[src/rtl/alu_issue_stage_if.sv]
// Bundle of the issue stage's instruction handshake, register-file and ALU
// connections. The "slave" side is the issue stage; the "master" side is the
// surrounding environment (instruction source, register file and ALU).
interface alu_issue_stage_if #(
  parameter int DATA_WIDTH     = 32,
  parameter int OPRN_WIDTH     = 6,
  parameter int REG_ADDR_WIDTH = 5
);
  // Instruction handshake: a word transfers on a rising clock edge where
  // instr_valid and instr_ready are both 1. instr_valid may be raised at any
  // time and instr/instr_valid must stay stable until the transfer happens;
  // instr_ready never depends combinationally on instr_valid.
  logic [31:0]               instr;
  logic                      instr_valid;
  logic                      instr_ready;

  logic [REG_ADDR_WIDTH-1:0] rf_addr_r1;
  logic [REG_ADDR_WIDTH-1:0] rf_addr_r2;
  logic [DATA_WIDTH-1:0]     rf_data_r1;
  logic [DATA_WIDTH-1:0]     rf_data_r2;
  logic [REG_ADDR_WIDTH-1:0] rf_addr_w;
  logic [DATA_WIDTH-1:0]     rf_data_w;
  logic                      rf_write;

  logic [DATA_WIDTH-1:0]     alu_op1;
  logic [DATA_WIDTH-1:0]     alu_op2;
  logic [OPRN_WIDTH-1:0]     alu_oprn;
  logic [DATA_WIDTH-1:0]     alu_out;
  logic                      alu_zero;

  logic [DATA_WIDTH-1:0]     result;
  logic                      zero_flag;
  logic                      done;
  logic                      err;

  modport slave (
    input  instr, instr_valid, rf_data_r1, rf_data_r2, alu_out, alu_zero,
    output instr_ready, rf_addr_r1, rf_addr_r2, rf_addr_w, rf_data_w, rf_write,
           alu_op1, alu_op2, alu_oprn, result, zero_flag, done, err
  );

  modport master (
    output instr, instr_valid, rf_data_r1, rf_data_r2, alu_out, alu_zero,
    input  instr_ready, rf_addr_r1, rf_addr_r2, rf_addr_w, rf_data_w, rf_write,
           alu_op1, alu_op2, alu_oprn, result, zero_flag, done, err
  );
endinterface

[src/rtl/alu_issue_stage.sv]
// Non-pipelined decode/issue stage in front of a combinational 32-bit ALU.
// One instruction is in flight at a time: IDLE accepts, DECODE reads the
// register file and registers the ALU inputs, EXEC captures the ALU result,
// WB strobes the write-back. Unsupported encodings pulse err and return.
module alu_issue_stage #(
  parameter int DATA_WIDTH     = 32,
  parameter int OPRN_WIDTH     = 6,
  parameter int REG_ADDR_WIDTH = 5
) (
  input  logic               clk,
  input  logic               rst_n,
  alu_issue_stage_if.slave   bus,
  output logic [1:0]         state_dbg
);

  typedef enum logic [1:0] {
    S_IDLE   = 2'd0,
    S_DECODE = 2'd1,
    S_EXEC   = 2'd2,
    S_WB     = 2'd3
  } state_t;

  state_t state_q, state_d;

  logic [31:0]               instr_q;
  logic [REG_ADDR_WIDTH-1:0] wa_q;
  logic                      ready_c;
  logic                      done_c;
  logic                      write_c;

  // Instruction fields of the latched word.
  logic [5:0]  opcode;
  logic [5:0]  funct;
  logic [4:0]  shamt;
  logic [15:0] imm;
  logic [REG_ADDR_WIDTH-1:0] rt_f;
  logic [REG_ADDR_WIDTH-1:0] rd_f;
  logic [DATA_WIDTH-1:0] imm_sext;
  logic [DATA_WIDTH-1:0] imm_zext;
  logic [DATA_WIDTH-1:0] shamt_zext;
  logic [DATA_WIDTH-1:0] imm_upper;

  assign opcode     = instr_q[31:26];
  assign funct      = instr_q[5:0];
  assign shamt      = instr_q[10:6];
  assign imm        = instr_q[15:0];
  assign rt_f       = instr_q[20:16];
  assign rd_f       = instr_q[15:11];
  assign imm_sext   = {{(DATA_WIDTH-16){imm[15]}}, imm};
  assign imm_zext   = {{(DATA_WIDTH-16){1'b0}}, imm};
  assign shamt_zext = {{(DATA_WIDTH-5){1'b0}}, shamt};
  assign imm_upper  = {imm, {(DATA_WIDTH-16){1'b0}}};

  // Read ports always follow the latched word; only DECODE consumes the data.
  assign bus.rf_addr_r1 = instr_q[25:21];
  assign bus.rf_addr_r2 = instr_q[20:16];

  logic                      dec_ok;
  logic [OPRN_WIDTH-1:0]     dec_oprn;
  logic [DATA_WIDTH-1:0]     dec_op1;
  logic [DATA_WIDTH-1:0]     dec_op2;
  logic [REG_ADDR_WIDTH-1:0] dec_wa;

  // Decode the latched word into ALU operands, op code and write address.
  always_comb begin
    dec_ok   = 1'b0;
    dec_oprn = '0;
    dec_op1  = bus.rf_data_r1;
    dec_op2  = bus.rf_data_r2;
    dec_wa   = rd_f;
    if (opcode == 6'h00) begin
      case (funct)
        6'h20: begin dec_ok = 1'b1; dec_oprn = 6'd1; end
        6'h22: begin dec_ok = 1'b1; dec_oprn = 6'd2; end
        6'h2c: begin dec_ok = 1'b1; dec_oprn = 6'd3; end
        6'h02: begin dec_ok = 1'b1; dec_oprn = 6'd4; dec_op2 = shamt_zext; end
        6'h01: begin dec_ok = 1'b1; dec_oprn = 6'd5; dec_op2 = shamt_zext; end
        6'h24: begin dec_ok = 1'b1; dec_oprn = 6'd6; end
        6'h25: begin dec_ok = 1'b1; dec_oprn = 6'd7; end
        6'h27: begin dec_ok = 1'b1; dec_oprn = 6'd8; end
        6'h2a: begin dec_ok = 1'b1; dec_oprn = 6'd9; end
        default: dec_ok = 1'b0;
      endcase
    end else begin
      dec_wa = rt_f;
      case (opcode)
        6'h08: begin dec_ok = 1'b1; dec_oprn = 6'd1; dec_op2 = imm_sext; end
        6'h1d: begin dec_ok = 1'b1; dec_oprn = 6'd3; dec_op2 = imm_sext; end
        6'h0c: begin dec_ok = 1'b1; dec_oprn = 6'd6; dec_op2 = imm_zext; end
        6'h0d: begin dec_ok = 1'b1; dec_oprn = 6'd7; dec_op2 = imm_zext; end
        6'h0a: begin dec_ok = 1'b1; dec_oprn = 6'd9; dec_op2 = imm_sext; end
        6'h0f: begin
          dec_ok   = 1'b1;
          dec_oprn = 6'd1;
          dec_op1  = imm_upper;
          dec_op2  = '0;
        end
        default: dec_ok = 1'b0;
      endcase
    end
  end

  // State register.
  always_ff @(posedge clk or negedge rst_n) begin
    if (!rst_n) state_q <= S_IDLE;
    else        state_q <= state_d;
  end

  // Next-state and per-state strobes.
  always_comb begin
    state_d = state_q;
    ready_c = 1'b0;
    done_c  = 1'b0;
    write_c = 1'b0;
    case (state_q)
      S_IDLE: begin
        ready_c = 1'b1;
        if (bus.instr_valid) state_d = S_DECODE;
      end
      S_DECODE: state_d = dec_ok ? S_EXEC : S_IDLE;
      S_EXEC:   state_d = S_WB;
      S_WB: begin
        done_c  = 1'b1;
        write_c = (bus.rf_addr_w != '0);
        state_d = S_IDLE;
      end
      default: state_d = S_IDLE;
    endcase
  end

  // Ready is held low while reset is asserted so nothing is offered early.
  assign bus.instr_ready = ready_c & rst_n;
  assign bus.done        = done_c;
  assign bus.rf_write    = write_c;
  assign state_dbg       = state_q;

  // Datapath registers: instruction latch, ALU inputs, result capture, err.
  always_ff @(posedge clk or negedge rst_n) begin
    if (!rst_n) begin
      instr_q       <= '0;
      wa_q          <= '0;
      bus.alu_op1   <= '0;
      bus.alu_op2   <= '0;
      bus.alu_oprn  <= '0;
      bus.rf_data_w <= '0;
      bus.rf_addr_w <= '0;
      bus.result    <= '0;
      bus.zero_flag <= 1'b0;
      bus.err       <= 1'b0;
    end else begin
      bus.err <= (state_q == S_DECODE) && !dec_ok;
      if (state_q == S_IDLE && bus.instr_valid) instr_q <= bus.instr;
      if (state_q == S_DECODE && dec_ok) begin
        bus.alu_op1  <= dec_op1;
        bus.alu_op2  <= dec_op2;
        bus.alu_oprn <= dec_oprn;
        wa_q         <= dec_wa;
      end
      if (state_q == S_EXEC) begin
        bus.rf_data_w <= bus.alu_out;
        bus.rf_addr_w <= wa_q;
        bus.result    <= bus.alu_out;
        bus.zero_flag <= bus.alu_zero;
      end
    end
  end

endmodule

[src/flat_wrapper.sv]
// flat-port wrapper written by rule: the top's interface ports become plain ports
module alu_issue_stage_flat 
#(
  parameter int DATA_WIDTH     = 32,
  parameter int OPRN_WIDTH     = 6,
  parameter int REG_ADDR_WIDTH = 5
)
  (clk, rst_n, state_dbg, bus_instr, bus_instr_valid, bus_rf_data_r1, bus_rf_data_r2, bus_alu_out, bus_alu_zero, bus_instr_ready, bus_rf_addr_r1, bus_rf_addr_r2, bus_rf_addr_w, bus_rf_data_w, bus_rf_write, bus_alu_op1, bus_alu_op2, bus_alu_oprn, bus_result, bus_zero_flag, bus_done, bus_err);
  alu_issue_stage_if #(.DATA_WIDTH(DATA_WIDTH), .OPRN_WIDTH(OPRN_WIDTH), .REG_ADDR_WIDTH(REG_ADDR_WIDTH)) bus_i ();
  input  logic clk;
  input  logic rst_n;
  output logic [1:0] state_dbg;
  input wire logic [$bits(bus_i.instr)-1:0] bus_instr;
  input wire logic [$bits(bus_i.instr_valid)-1:0] bus_instr_valid;
  input wire logic [$bits(bus_i.rf_data_r1)-1:0] bus_rf_data_r1;
  input wire logic [$bits(bus_i.rf_data_r2)-1:0] bus_rf_data_r2;
  input wire logic [$bits(bus_i.alu_out)-1:0] bus_alu_out;
  input wire logic [$bits(bus_i.alu_zero)-1:0] bus_alu_zero;
  output wire logic [$bits(bus_i.instr_ready)-1:0] bus_instr_ready;
  output wire logic [$bits(bus_i.rf_addr_r1)-1:0] bus_rf_addr_r1;
  output wire logic [$bits(bus_i.rf_addr_r2)-1:0] bus_rf_addr_r2;
  output wire logic [$bits(bus_i.rf_addr_w)-1:0] bus_rf_addr_w;
  output wire logic [$bits(bus_i.rf_data_w)-1:0] bus_rf_data_w;
  output wire logic [$bits(bus_i.rf_write)-1:0] bus_rf_write;
  output wire logic [$bits(bus_i.alu_op1)-1:0] bus_alu_op1;
  output wire logic [$bits(bus_i.alu_op2)-1:0] bus_alu_op2;
  output wire logic [$bits(bus_i.alu_oprn)-1:0] bus_alu_oprn;
  output wire logic [$bits(bus_i.result)-1:0] bus_result;
  output wire logic [$bits(bus_i.zero_flag)-1:0] bus_zero_flag;
  output wire logic [$bits(bus_i.done)-1:0] bus_done;
  output wire logic [$bits(bus_i.err)-1:0] bus_err;
  assign bus_i.instr = bus_instr;
  assign bus_i.instr_valid = bus_instr_valid;
  assign bus_i.rf_data_r1 = bus_rf_data_r1;
  assign bus_i.rf_data_r2 = bus_rf_data_r2;
  assign bus_i.alu_out = bus_alu_out;
  assign bus_i.alu_zero = bus_alu_zero;
  assign bus_instr_ready = bus_i.instr_ready;
  assign bus_rf_addr_r1 = bus_i.rf_addr_r1;
  assign bus_rf_addr_r2 = bus_i.rf_addr_r2;
  assign bus_rf_addr_w = bus_i.rf_addr_w;
  assign bus_rf_data_w = bus_i.rf_data_w;
  assign bus_rf_write = bus_i.rf_write;
  assign bus_alu_op1 = bus_i.alu_op1;
  assign bus_alu_op2 = bus_i.alu_op2;
  assign bus_alu_oprn = bus_i.alu_oprn;
  assign bus_result = bus_i.result;
  assign bus_zero_flag = bus_i.zero_flag;
  assign bus_done = bus_i.done;
  assign bus_err = bus_i.err;
  alu_issue_stage #(.DATA_WIDTH(DATA_WIDTH), .OPRN_WIDTH(OPRN_WIDTH), .REG_ADDR_WIDTH(REG_ADDR_WIDTH)) u_core (.clk(clk), .rst_n(rst_n), .bus(bus_i), .state_dbg(state_dbg));
endmodule
[config.mk]
export PLATFORM = sky130hd
export DESIGN_NAME = alu_issue_stage_flat
export DESIGN_NICKNAME = d
export VERILOG_FILES = /design/src/rtl/alu_issue_stage_if.sv /design/src/rtl/alu_issue_stage.sv /design/src/flat_wrapper.sv
export SDC_FILE = /design/constraint.sdc
export NUM_CORES = 1
export LEC_CHECK = 0
export CAP_MARGIN = 40
export CORE_MARGIN = 1.5
export CORE_UTILIZATION = 40
export DETAILED_ROUTE_END_ITERATION = 10
export PLACE_DENSITY = 0.71
export SLEW_MARGIN = 25
export SYNTH_ARGS = -nofsm -noshare
export SYNTH_HDL_FRONTEND = slang
export SYNTH_SLANG_ARGS = --single-unit
[constraint.sdc]
create_clock -name clk -period 3.9 [get_ports clk]
set_input_delay 0.39 -clock clk [delete_from_list [all_inputs] [get_ports clk]]
set_output_delay 0.39 -clock clk [all_outputs]
set_load 0.01 [all_outputs]
==> reports/metrics.yaml <==
die_width_um: 137
placed_area_mm2: 0.00986
syn_inst: 594
fin_area_mm2: 0.0104
insertion_delay_ns: 0.42
nets: 962
power.share.combinational_pct: 46.3
ctsResizeCount: 0
area_delta_synth_final_pct: 46.0
post-route-period-util_pct: 76.5
fmax_ghz: 0.335
setup_ws_ns: 0.916
cp-startpoint: "u_core.instr_q[26]$_DFFE_PN0P_"
power_mw: 8.25
numPortBuffers: 285
detail_route.wirelength_um: 19200
yosys_register_bits: 146
ant_nets: 0
critical_path_required_ns: 4.23
relSlewSlack_pct: 54.6
clockBufferDepth: 2
seq_power_share_pct: 35.5
cts_tree: "yes"
cp.arrival_ns: 3.32
post_cts_buffers: 0
syn_area_mm2: 0.00713
status: "completed"
slew_viol_final: 0
num_vias: 5272
vias_per_cell: 4.94
setup_viol: 0
grt_start_max_net_pins: 74
hold_viol_final: 0
cts_root_buffer: "clkbuf_16"
worst_slew_pin_slew_ns: 0.681
r2r_start: "u_core.instr_q[26]$_DFFE_PN0P_"
num_rows: 48
ios: 288
synth_cell_type_count: 53
synth-edff-count: 0
power.switching_mw: 2.84
p_per_area_mw_per_mm2: 792
grt_pass1_wl_um: 29400
drc: 0
dp_hpwl_um: 14100
ir_drop_v: 0.000435
setup.worst_path.end_class: "flip-flop"
cts_buffers: 17
worstHoldStart: "u_core.bus.alu_op1[22]$_DFFE_PN0P_"
drtIter0Drc: 186
drt_pass1_iterations: 4
grt_usage_pct: 20.7
internal_power_mw: 5.41
numClockSinks: 146
synthFlopType: "dfrtp_1"
fin_skew_ns: 0.00996
preCtsSetupSlack_ns: 0.890
diodes: 0
synth-seq-area-share_pct: 51.2
drive_above_1_share_pct: 16.1
place_congestion: 0.858
cp_max_fo: 28
fin_crit_ns: 2.98
worstSetupPathType: "flip-flop to flip-flop"
clkPwrFrac_pct: 18.2
setup_tns_ns: 0
core_area_mm2: 0.0174
power.share.switching_pct: 34.4
grt_pass1_vias: 5431
max_cap_viol_count: 0
die_y_um: 137
synth_area_per_cell_um2: 12.0
critPathLaunchType: "flip-flop"
routedWlPerCell_um: 17.9
clk_pin_slew_worst_paths_ns: 0.06
overflow: 0
rsz0062_at_grt: "no"
hold_class: "flip-flop to flip-flop"
synthArstFlopShare_pct: 100
yosysWarnings: 0
die_area_mm2: 0.0186
p_leak_nw: 4.52
initial_core_util_pct: 41.1
antenna_found_initial: 0
htreeDepth: 4
[critical path: stages, from the launching register on]
cell,delay [ns]
dfrtp_1,0.48
or4_1,0.56
nor3_4,0.13
buf_4,0.27
o311ai_2,0.21
a21oi_4,0.19
buf_4,0.30
buf_4,0.48
mux2i_1,0.25
[sequential cells by signal, summed over array words and instances (netlist names), named ones only]
register / cells
u_core.bus.alu_oprn: 4
u_core.bus.err: 1
u_core.bus.rf_addr_w: 5
u_core.bus.alu_op2: 32
u_core.state_dbg: 1
u_core.bus.zero_flag: 1
u_core.instr_q: 32
u_core.wa_q: 5
u_core.bus.alu_op1: 32
u_core.bus.rf_data_w: 32
[repair_timing]
action | in CTS | in global routing
setup endpoints to repair | 0 | 0
hold endpoints to repair | 2 | 0
hold buffers | 1 | 0
[stage by stage]
step | hold WS [ns] | util [%] | std cells
6_report | 0.489 | 60.0 | 1068
5_1_grt | 0.514 | 60.0 | 1068
4_1_cts | 0.497 | 60.0 | 1068
3_5_place_dp | 0.440 | 56.8 | 1035
3_3_place_gp | 0.441 | 56.5 | 1032
2_1_floorplan | 0.0944 | - | 595
[power groups by stage]
stage	registers, mW	clock network (mW)	logic [mW]
finish	2.93	1.50	3.82
CTS	2.93	1.53	3.87
global route	3.05	1.60	4.10
detailed placement	2.95	0	3.85
floorplan	2.95	0	1.99
global placement	2.90	0	3.77
[per-layer routing]
metal  vias to the layer above  GRT usage (%)  routed length, µm
met1                      2549           26.2               8140
li1                       2470              -                  -
met3                        24           5.85               1550
met5                         -              0                  0
met4                         0           6.26                301
met2                       229           34.2               9160
[cell families (layout without fill, tap and decap cells)]
| logic type | Yosys count | in the layout | synth area share, % |
|---|---|---|---|
| flops | 146 | 146 | 51.2 |
| mux | 151 | 151 | 23.7 |
| other cells | 1 | 2 | 0.0526 |
| compound gates | 63 | 63 | 7.19 |
| buf+inv | 116 | 364 | 9.79 |
| xor+xnor | 3 | 3 | 0.368 |
| simple gates | 114 | 114 | 7.70 |
[cells in the final DEF, fill, tap and decap left out, types with 6 or more instances in the layout]
master / count
a21o_1: 6
a22o_1: 11
a2bb2oi_1: 6
buf_4: 9
clkbuf_16: 17
clkdlybuf4s50_1: 284
clkinvlp_4: 6
dfrtp_1: 146
inv_1: 35
mux2_1: 29
mux2_2: 74
mux2_4: 10
mux2i_1: 38
nand2_1: 67
nor2_1: 8
o211ai_1: 16
o21ai_0: 6
[Yosys cell counts (3+ instances only)]
cell type,count,area share [%]
a211oi_1,4,0.42
a21o_1,6,0.63
a21oi_1,4,0.28
a22o_1,11,1.4
a2bb2oi_1,6,0.74
and3_1,5,0.44
buf_1,3,0.16
buf_2,7,0.49
buf_4,46,4.8
buf_6,5,0.79
clkbuf_1,17,0.89
dfrtp_1,146,51
inv_1,35,1.8
mux2_1,29,4.6
mux2_2,74,12
mux2_4,10,2.1
mux2i_1,38,5.3
nand2_1,67,3.5
nand2b_1,5,0.44
nor2_1,8,0.42
nor2b_1,5,0.44
nor3_1,3,0.21
nor3b_1,4,0.42
o211ai_1,16,1.7
o21ai_0,6,0.42
[path summary, 6_finish.rpt]
check	to	slack [ns]	cells after the start
setup / recovery	u_core.bus.alu_op2[31]$_DFFE_PN0P_	0.92	8
hold / removal	u_core.bus.alu_op1[22]$_DFFE_PN0P_	0.49	1
setup reg to reg	u_core.bus.alu_op2[31]$_DFFE_PN0P_	0.92	8
hold reg to reg	u_core.bus.alu_op1[22]$_DFFE_PN0P_	0.49	1
max in group asynchronous	u_core.bus.alu_op2[0]$_DFFE_PN0P_	2.21	4
min in group asynchronous	u_core.bus.alu_op1[25]$_DFFE_PN0P_	0.54	2
[layout make-up]
| class | instances | area [µm²] |
|---|---|---|
| inverters | 35 | 131 |
| fillers | 1368 | 6940 |
| flip-flops and latches | 146 | 3650 |
| clock buffers | 19 | 443 |
| multi-input cells | 333 | 2820 |
| repair buffers | 297 | 2990 |
| clock inverters | 13 | 103 |
| well taps | 225 | 282 |
Note: power is estimated with default switching activity, not from simulation.
